<file path="src/rtl/multi_delaybuffer_if.sv">
// Pixel stream bundle for multi_delaybuffer: input sample/valid/ready,
// output taps/valid/ready and primed flag. slave = buffer, master = env.
interface multi_delaybuffer_if #(
  parameter int width_p = 8,
  parameter int taps_p  = 3
);
  logic [width_p-1:0]        data_i;
  logic                      valid_i;
  logic                      ready_o;
  logic                      valid_o;
  logic [taps_p*width_p-1:0] data_o;
  logic                      ready_i;
  logic                      primed_o;

  modport master (
    output data_i, valid_i, ready_i,
    input  ready_o, valid_o, data_o, primed_o
  );

  modport slave (
    input  data_i, valid_i, ready_i,
    output ready_o, valid_o, data_o, primed_o
  );
endinterface

</file>
<file path="src/rtl/multi_delaybuffer.sv">
// Multi-tap line delay buffer: tap k = sample accepted k*delay_p beats ago.
// Ports: clk_i, reset_i (async, high), bus (slave: data/valid/ready in,
// taps/valid/ready/primed out). Option: MULTI_DELAYBUFFER_ZERO_FILL_EN
// forces taps whose source precedes reset to zero.
module multi_delaybuffer #(
  parameter int width_p = 8,
  parameter int delay_p = 8,
  parameter int taps_p  = 3
) (
  input logic               clk_i,
  input logic               reset_i,
  multi_delaybuffer_if.slave bus
);
  localparam int ptr_w = (delay_p > 1) ? $clog2(delay_p) : 1;
  localparam int lf_w  = (taps_p > 1) ? $clog2(taps_p) : 1;
  localparam logic [ptr_w-1:0] ptr_last = ptr_w'(delay_p - 1);
  localparam logic [lf_w-1:0]  lf_max   = lf_w'(taps_p - 1);

  logic             accept;
  logic             wrap;
  logic [ptr_w-1:0] ptr_q;
  logic [ptr_w-1:0] ptr_d;
  logic [lf_w-1:0]  lf_q;
  logic [lf_w-1:0]  lf_d;
  logic             valid_q;
  logic             primed_q;
  logic             pend_q;
  logic [ptr_w-1:0] pend_addr_q;
  logic [width_p-1:0] tap0_q;
  wire  [taps_p*width_p-1:0] taps_flat;

  assign bus.ready_o = ~valid_q | bus.ready_i;
  assign accept      = bus.valid_i & bus.ready_o;
  assign wrap        = (ptr_q == ptr_last);

  always_comb begin
    ptr_d = wrap ? '0 : ptr_q + ptr_w'(1);
    lf_d  = lf_q;
    if (accept && wrap && lf_q != lf_max)
      lf_d = lf_q + lf_w'(1);
  end

  always_ff @(posedge clk_i or posedge reset_i) begin
    if (reset_i) begin
      ptr_q       <= '0;
      lf_q        <= '0;
      valid_q     <= 1'b0;
      primed_q    <= 1'b0;
      pend_q      <= 1'b0;
      pend_addr_q <= '0;
      tap0_q      <= '0;
    end else begin
      pend_q   <= accept;
      lf_q     <= lf_d;
      primed_q <= (lf_d == lf_max);
      if (accept) begin
        ptr_q       <= ptr_d;
        pend_addr_q <= ptr_q;
        tap0_q      <= bus.data_i;
        valid_q     <= 1'b1;
      end else if (bus.ready_i) begin
        valid_q <= 1'b0;
      end
    end
  end

  assign taps_flat[0 +: width_p] = tap0_q;

  // Bank k is fed from tap k-1 one cycle after the accept, once that
  // tap's registered read is available; the write never waits on input.
  for (genvar k = 1; k < taps_p; k++) begin : g_bank
    logic [width_p-1:0] mem [delay_p];
    logic [width_p-1:0] prev;
    logic [width_p-1:0] rd;
    logic [width_p-1:0] tap_q;
    logic               fill;

    assign prev = taps_flat[(k-1)*width_p +: width_p];
    // Only with delay_p=1 can the pending write hit the address read now.
    assign rd = (pend_q && pend_addr_q == ptr_q) ? prev : mem[ptr_q];

`ifdef MULTI_DELAYBUFFER_ZERO_FILL_EN
    assign fill = (lf_q < lf_w'(k));
`else
    assign fill = 1'b0;
`endif

    always_ff @(posedge clk_i) begin
      if (pend_q)
        mem[pend_addr_q] <= prev;
    end

    always_ff @(posedge clk_i or posedge reset_i) begin
      if (reset_i)
        tap_q <= '0;
      else if (accept)
        tap_q <= fill ? '0 : rd;
    end

    assign taps_flat[k*width_p +: width_p] = tap_q;
  end

  assign bus.valid_o  = valid_q;
  assign bus.data_o   = taps_flat;
  assign bus.primed_o = (taps_p == 1) ? 1'b1 : primed_q;
endmodule
</file>
<file path="src/flat_wrapper.sv">
// flat-port wrapper written by rule: the top's interface ports become plain ports
module multi_delaybuffer_flat 
#(
  parameter int width_p = 8,
  parameter int delay_p = 8,
  parameter int taps_p  = 3
)
  (clk_i, reset_i, bus_data_i, bus_valid_i, bus_ready_i, bus_ready_o, bus_valid_o, bus_data_o, bus_primed_o);
  multi_delaybuffer_if #(.width_p(width_p), .taps_p(taps_p)) bus_i ();
  input logic clk_i;
  input logic reset_i;
  input wire logic [$bits(bus_i.data_i)-1:0] bus_data_i;
  input wire logic [$bits(bus_i.valid_i)-1:0] bus_valid_i;
  input wire logic [$bits(bus_i.ready_i)-1:0] bus_ready_i;
  output wire logic [$bits(bus_i.ready_o)-1:0] bus_ready_o;
  output wire logic [$bits(bus_i.valid_o)-1:0] bus_valid_o;
  output wire logic [$bits(bus_i.data_o)-1:0] bus_data_o;
  output wire logic [$bits(bus_i.primed_o)-1:0] bus_primed_o;
  assign bus_i.data_i = bus_data_i;
  assign bus_i.valid_i = bus_valid_i;
  assign bus_i.ready_i = bus_ready_i;
  assign bus_ready_o = bus_i.ready_o;
  assign bus_valid_o = bus_i.valid_o;
  assign bus_data_o = bus_i.data_o;
  assign bus_primed_o = bus_i.primed_o;
  multi_delaybuffer #(.width_p(width_p), .delay_p(delay_p), .taps_p(taps_p)) u_core (.clk_i(clk_i), .reset_i(reset_i), .bus(bus_i));
endmodule
</file>
<file path="config.mk">
export PLATFORM = sky130hd
export DESIGN_NAME = multi_delaybuffer_flat
export DESIGN_NICKNAME = d
export VERILOG_FILES = /design/src/rtl/multi_delaybuffer_if.sv /design/src/rtl/multi_delaybuffer.sv /design/src/flat_wrapper.sv
export SDC_FILE = /design/constraint.sdc
export NUM_CORES = 1
export LEC_CHECK = 0
export ABC_CLOCK_PERIOD_IN_PS = 2980
export BUFFER_PORTS_ARGS = -buffer_cell sky130_fd_sc_hd__buf_2
export CORE_ASPECT_RATIO = 1.25
export CORE_MARGIN = 10
export CORE_UTILIZATION = 60
export DETAILED_ROUTE_END_ITERATION = 8
export PLACE_DENSITY = 0.82
export SYNTH_ARGS = -nofsm -noshare
export SYNTH_HDL_FRONTEND = slang
export SYNTH_SLANG_ARGS = --single-unit
</file>
<file path="constraint.sdc">
create_clock -name clk_i -period 2.98 [get_ports clk_i]
set_input_delay 0.447 -clock clk_i [delete_from_list [all_inputs] [get_ports clk_i]]
set_output_delay 0.447 -clock clk_i [all_outputs]
set_load 0.01 [all_outputs]
</file>
==> qor.txt, run 1 <==
Status = finished, final reports clean
CP max FO = 12
Worst path arrival time = 2.39 ns
Starting density of the core = 0.623
Vias per inst = 6.14
Worst-path clk slew = 0.06 ns
Synth warn = 0
Final WS setup = 0.891 ns
Worst Setup SP = u_core.ptr_q[0]
Top cell type's share of synthesized area = 0.605
Initial antenna violation count = 0
Synth Cell Area = 6350 um^2
Place WS = 0.886 ns
Hold Path Class = in -> async
Core ar. = 10200 um^2
Initial DRC count = 326
Synth unique cells = 28
Wire length per cell = 24.0 um
Req. time, crit path = 3.28 ns
Layout cells sized above 1 = 0.294
Layout area overhead = 16.2%
Critical path class = reg -> reg
TritonCTS Sinks = 163
PD cells = 926 nW/um^2
Worst r2r src = u_core.ptr_q[0]
Placer Congestion = 0.798
Crit path time final = 2.09 ns
HPWL Detailed = 7960 um
Synth Net Count = 353
Slowest stage delay, CP = 0.59 ns
Buffers on Ports = 38
CP max-delay cell = mux4_1
Die height = 135 um
Layout net count = 417
CTS Hold Bufs = 0
Root buffer cell = clkbuf_16
Worst-Margin Slew = 0.656 ns
Total track usage = 0.180
Startpoint Class = flop
Seq cells post-synth = 163
Clk Latency, worst-skew pair = 0.42 ns
# resized after CTS = 0
Antenna cell count = 0
Most frequent cells in the layout = 128 x edfxtp_1, 38 x buf_2, 34 x nand2_1, 34 x dfrtp_1, 24 x mux4_2
Part of the cycle the worst path needs = 0.701
Worst Skew = 0.00606 ns
Max_cap viols = 0
Yosys top cell by area = edfxtp_1
Total gr overflow = 0
TritonCTS clock tree = yes
Most common library cell in the layout ignoring fill and taps = edfxtp_1
Die span in x = 112 um
Vias = 3339
P_leak = 0.00275 uW
Max Fclk = 479 MHz
# IOs = 39
Synth area leaders = edfxtp_1 60%, dfrtp_1 14%, mux4_2 8.5%
Num CTS Buffers = 17
Post-Syn Area per Cell = 18.8 um^2
Largest net degree at the start of global routing = 36
RSZ-0062 raised after global routing = no
Setup crit end kind = flop
Final Hold Fails = 0
Post-route antenna net violation count = 0
Slew Viols, Final = 0
Sequential area share after synthesis = 0.743
Clk buf depth = 2
Critical path cell sequence = buf_4, mux4_1, mux2_2, a221o_1
Post-CTS setup buffers = 0
Core Rows = 41
Syn Inst Count = 338
H-Tree Level Count = 4
Max-slew headroom = 0.562
Vias in the first global route = 3511
# DRC = 0
VDD IR max = 0.553 mV
Fin Setup TNS = 0 ns
Post-Route WL = 13000 um
# setup viols final = 0
Initial DRT Pass Iterations = 8
First-pass GRT wire length = 20600 um
Die area = 15100 um^2
## synthesized netlist by cell type
cell type / number
mux2_2: 7
a221oi_1: 7
dfrtp_1: 35
buf_2: 7
clkbuf_1: 4
xnor2_1: 4
nand2b_1: 6
buf_6: 1
buf_1: 2
and2_1: 1
edfxtp_1: 128
buf_12: 1
nor3_1: 3
a21o_1: 1
mux4_1: 8
and3_1: 4
nor2_1: 17
o21ai_0: 4
inv_1: 13
a221o_1: 7
and4_1: 1
mux4_2: 24
mux2i_1: 11
a222oi_1: 2
ha_1: 3
nand3b_1: 2
buf_4: 1
nand2_1: 34
## logic make-up (layout without fill, tap and decap cells)
| group | after synthesis | after routing | synth area share |
|---|---|---|---|
| compound gates | 21 | 21 | 0.0282 |
| buf+inv | 29 | 106 | 0.0228 |
| simple gates | 68 | 68 | 0.0471 |
| fa+ha+maj | 3 | 3 | 0.00591 |
| xor+xnor | 4 | 4 | 0.00551 |
| mux | 50 | 50 | 0.148 |
| flops | 163 | 163 | 0.743 |
## per-stage QoR
stage / power [uW] / cell area (um^2) / hold WS (ns) / utilization / instances
final: 6840 / 7380 / 0.110 / 0.723 / 544
after CTS: 6890 / 7380 / 0.128 / 0.723 / 544
after detailed placement: 4710 / 6790 / 0.497 / 0.666 / 512
after floorplan: 4180 / 6350 / 0.468 / - / 338
after global routing: 7140 / 7380 / 0.145 / 0.723 / 544
after global placement: 4640 / 6790 / 0.487 / 0.666 / 512
## cell type report
class | count | area (um^2)
clock buffer | 23 | 458
multi-input combinational | 146 | 1500
clock inverter | 9 | 130
sequential | 163 | 4720
fill | 560 | 2830
tap | 129 | 161
timing repair buffer | 61 | 363
inverter | 13 | 48.8
## per-layer routing
metal	wire length [um]	up-vias	track usage
met2	6710	124	0.295
met4	360	0	0.0819
met1	5130	1729	0.219
met5	0	-	0
li1	-	1456	-
met3	841	30	0.0505
## flip-flops by register name, indices dropped and copies added (netlist names)
name,cells
u_core.lf_q,2
u_core.ptr_q,3
u_core.bus.valid_o,1
u_core.g_bank.tap_q,16
u_core.pend_q,1
u_core.pend_addr_q,3
u_core.bus.primed_o,1
u_core.g_bank.prev,8
u_core.g_bank.mem,128
## worst max-delay path, delay by kind of cell, from the launching register on
kind,cells,cell delay (ns)
buf+inv,1,0.30
flops,1,0.47
mux,2,0.89
compound gates,1,0.31
## power breakdown
| group | internal (uW) | switching, uW | leakage, uW |
|---|---|---|---|
| logic | 701 | 762 | 0.000900 |
| clock network | 1340 | 820 | 0.000273 |
| registers | 2910 | 306 | 0.00158 |
| total | 4950 | 1890 | 0.00275 |
## final timing paths
path,to,slack (ns),cells after the start
hold / removal,u_core.bus.valid_o,0.11,2
setup / recovery,u_core.g_bank[1].tap_q[7],0.89,4
hold reg to reg,u_core.lf_q[0],0.51,1
min in group clk_i,u_core.g_bank[1].prev[3],0.22,3
setup reg to reg,u_core.g_bank[1].tap_q[7],0.89,4
max in group asynchronous,u_core.g_bank[1].tap_q[1],2.12,3
No activity file was read; power rests on OpenSTA's default activity.
==> inputs of run 2 (changes only) <==
ABC_CLOCK_PERIOD_IN_PS = 1800   (was 2980)
CORE_UTILIZATION = 54   (was 60)
PLACE_DENSITY = 0.78   (was 0.82)
clock period = 1.8 ns   (was 2.98 ns; I/O delays follow)
==> run 2 against run 1 <==
The run now ends with setup timing left; clock skew rose by 0.0067 ns; first-iteration DRC count is 15% lower; critical path depth is the same; largest cell class unchanged.
==> qor.txt, run 2 (same netlist as run 1, synthesis figures left out) <==
Status = finished, violations left (was finished, final reports clean)
Violated checks = setup timing
# DRC = 0 (unchanged)
Slew Viols, Final = 0 (unchanged)
Place WS = -0.114 ns (was 0.886 ns)
TritonCTS clock tree = yes (unchanged)
Die area = 16500 um^2 (was 15100 um^2)
Met1 WL = 5070 um (was 5130 um)
Final Hold Fails = 0 (unchanged)
Reg with most FFs = u_core.g_bank.mem (unchanged)
# setup viols final = 3 (was 0)
Vias = 3353 (was 3339)
Setup crit end kind = flop (unchanged)
Req. time, crit path = 2.09 ns (was 3.28 ns)
Total gr overflow = 0 (unchanged)
Metal2 WL = 7050 um (was 6710 um)
Hold Path Class = in -> reg (was in -> async)
Placer Congestion = 0.789 (was 0.798)
Startpoint Class = flop (unchanged)
Core ar. = 11600 um^2 (was 10200 um^2)
Vias per inst = 5.85 (was 6.14)
Starting density of the core = 0.550 (was 0.623)
Worst-Margin Slew = 0.497 ns (was 0.656 ns)
Fill count = 797 (was 560)
RSZ-0062 raised after global routing = yes (was no)
Worst Skew = 0.0128 ns (was 0.00606 ns)
CP max FO = 5 (was 12)
# IOs = 39 (unchanged)
Core Rows = 44 (was 41)
P_leak = 0.00287 uW (was 0.00275 uW)
Most frequent cells in the layout = 128 x edfxtp_1, 38 x buf_2, 38 x buf_4 (was 128 x edfxtp_1, 38 x buf_2, 34 x nand2_1, 34 x dfrtp_1, 24 x mux4_2)
Power, Total = 11600 uW (was 6840 uW)
HPWL Detailed = 8450 um (was 7960 um)
Die height = 141 um (was 135 um)
Worst path arrival time = 2.13 ns (was 2.39 ns)
H-Tree Level Count = 4 (unchanged)
Antenna cell count = 0 (unchanged)
Root buffer cell = clkbuf_16 (unchanged)
Die span in x = 117 um (was 112 um)
Worst hold margin = 0.0511 ns (was 0.110 ns)
WL met3 = 586 um (was 841 um)
Max-slew headroom = 0.669 (was 0.562)
Worst-path clk slew = 0.06 ns (about the same)
Initial DRC count = 276 (was 326)
Multi-input gate area = 1500 um^2 (about the same)
Initial DRT Pass Iterations = 4 (was 8)
Layout cells sized above 1 = 0.354 (was 0.294)
Post-Place Cells = 538 (was 512)
Buffers on Ports = 38 (unchanged)
Wire length per cell = 22.7 um (was 24.0 um)
Max reg flops = 128 (unchanged)
Final WS setup = -0.0340 ns (was 0.891 ns)
Post-Route WL = 13000 um (about the same)
Clk buf depth = 2 (unchanged)
First-pass GRT wire length = 20500 um (was 20600 um)
Total track usage = 0.170 (was 0.180)
Fin cells = 573 (was 544)
VDD IR max = 0.727 mV (was 0.553 mV)
Layout area overhead = 19.5% (was 16.2%)
Layout net count = 437 (was 417)
Max Fclk = 545 MHz (was 479 MHz)
Critical path class = reg -> reg (unchanged)
PD cells = 1520 nW/um^2 (was 926 nW/um^2)
Largest net degree at the start of global routing = 32 (was 36)
Initial antenna violation count = 0 (unchanged)
Num CTS Buffers = 17 (unchanged)
Most common library cell in the layout ignoring fill and taps = edfxtp_1 (unchanged)
TritonCTS Sinks = 163 (unchanged)
Part of the cycle the worst path needs = 1.02 (was 0.701)
Post-route antenna net violation count = 0 (unchanged)
Max_cap viols = 0 (unchanged)
Crit path time final = 1.83 ns (was 2.09 ns)
Register Area = 4720 um^2 (unchanged)
Vias in the first global route = 3637 (was 3511)
Clk Latency, worst-skew pair = 0.42 ns (about the same)
Uppermost layer routed = met4 (unchanged)
-- run 2: changes by cell type in the layout (fill, tap and decap cells not counted), moves of 4 or more --
cell	before	now
mux4_1	8	2
clkbuf_1	5	1
inv_6	0	5
buf_4	23	38
mux4_2	24	30
-- run 2: metrics by stage --
step,util,setup TNS (ns),instance area (um^2)
6_report,0.657,-0.0443,7590
3_3_place_gp,0.601,-0.0708,6950
3_5_place_dp,0.601,-1.12,6950
2_1_floorplan,-,0,6360
5_1_grt,0.657,-0.348,7590
4_1_cts,0.654,-0.0494,7560
-- run 2: cell type report --
class	count	share of cell area
flip-flops and latches	163	0.622
multi-input cells	146	0.197
repair buffers	81	0.0722
clock buffers	18	0.0565
clock inverters	14	0.0232
well taps	138	0.0227
inverters	13	0.00643
-- run 2: critical path, cell delays in order (launching register included) --
cell     delay (ns)
dfrtp_2        0.42
buf_4          0.15
mux4_1         0.53
mux2_2         0.28
a221o_1        0.34
-- run 2: final timing paths --
path	from	to	slack, ns	depth (start not counted)
worst max-delay path	u_core.ptr_q[0]	u_core.g_bank[1].tap_q[4]	-0.03	4
max in group asynchronous	reset_i	u_core.ptr_q[0]	0.74	4
worst min-delay path	bus_data_i[4]	u_core.g_bank[1].prev[4]	0.05	3
min in group asynchronous	reset_i	u_core.g_bank[1].prev[1]	0.29	3
worst min register to register	u_core.lf_q[0]	u_core.lf_q[0]	0.51	1
worst max register to register	u_core.ptr_q[0]	u_core.g_bank[1].tap_q[4]	-0.03	4
-- run 2: timing repair --
item                                    in CTS  in global routing
setup buffers                                1                  1
hold buffers                                 1                  0
hold endpoints to repair                     4                  0
pin swaps                                    2                  1
endpoints found under the setup margin      16                 12
resized for setup                            6                  4
-- run 2: metal layers --
| metal | vias to the layer above | GRT usage |
|---|---|---|
| li1 | 1494 | - |
| met1 | 1739 | 0.198 |
| met2 | 98 | 0.286 |
| met3 | 22 | 0.0392 |
| met4 | 0 | 0.0867 |
| met5 | - | 0 |
-- run 2: power by group --
part	switching, uW	internal [uW]	total (uW)
Clock	1450	2200	3660
Sequential	461	4820	5280
Combinational	1270	1360	2620
Total	3180	8380	11600
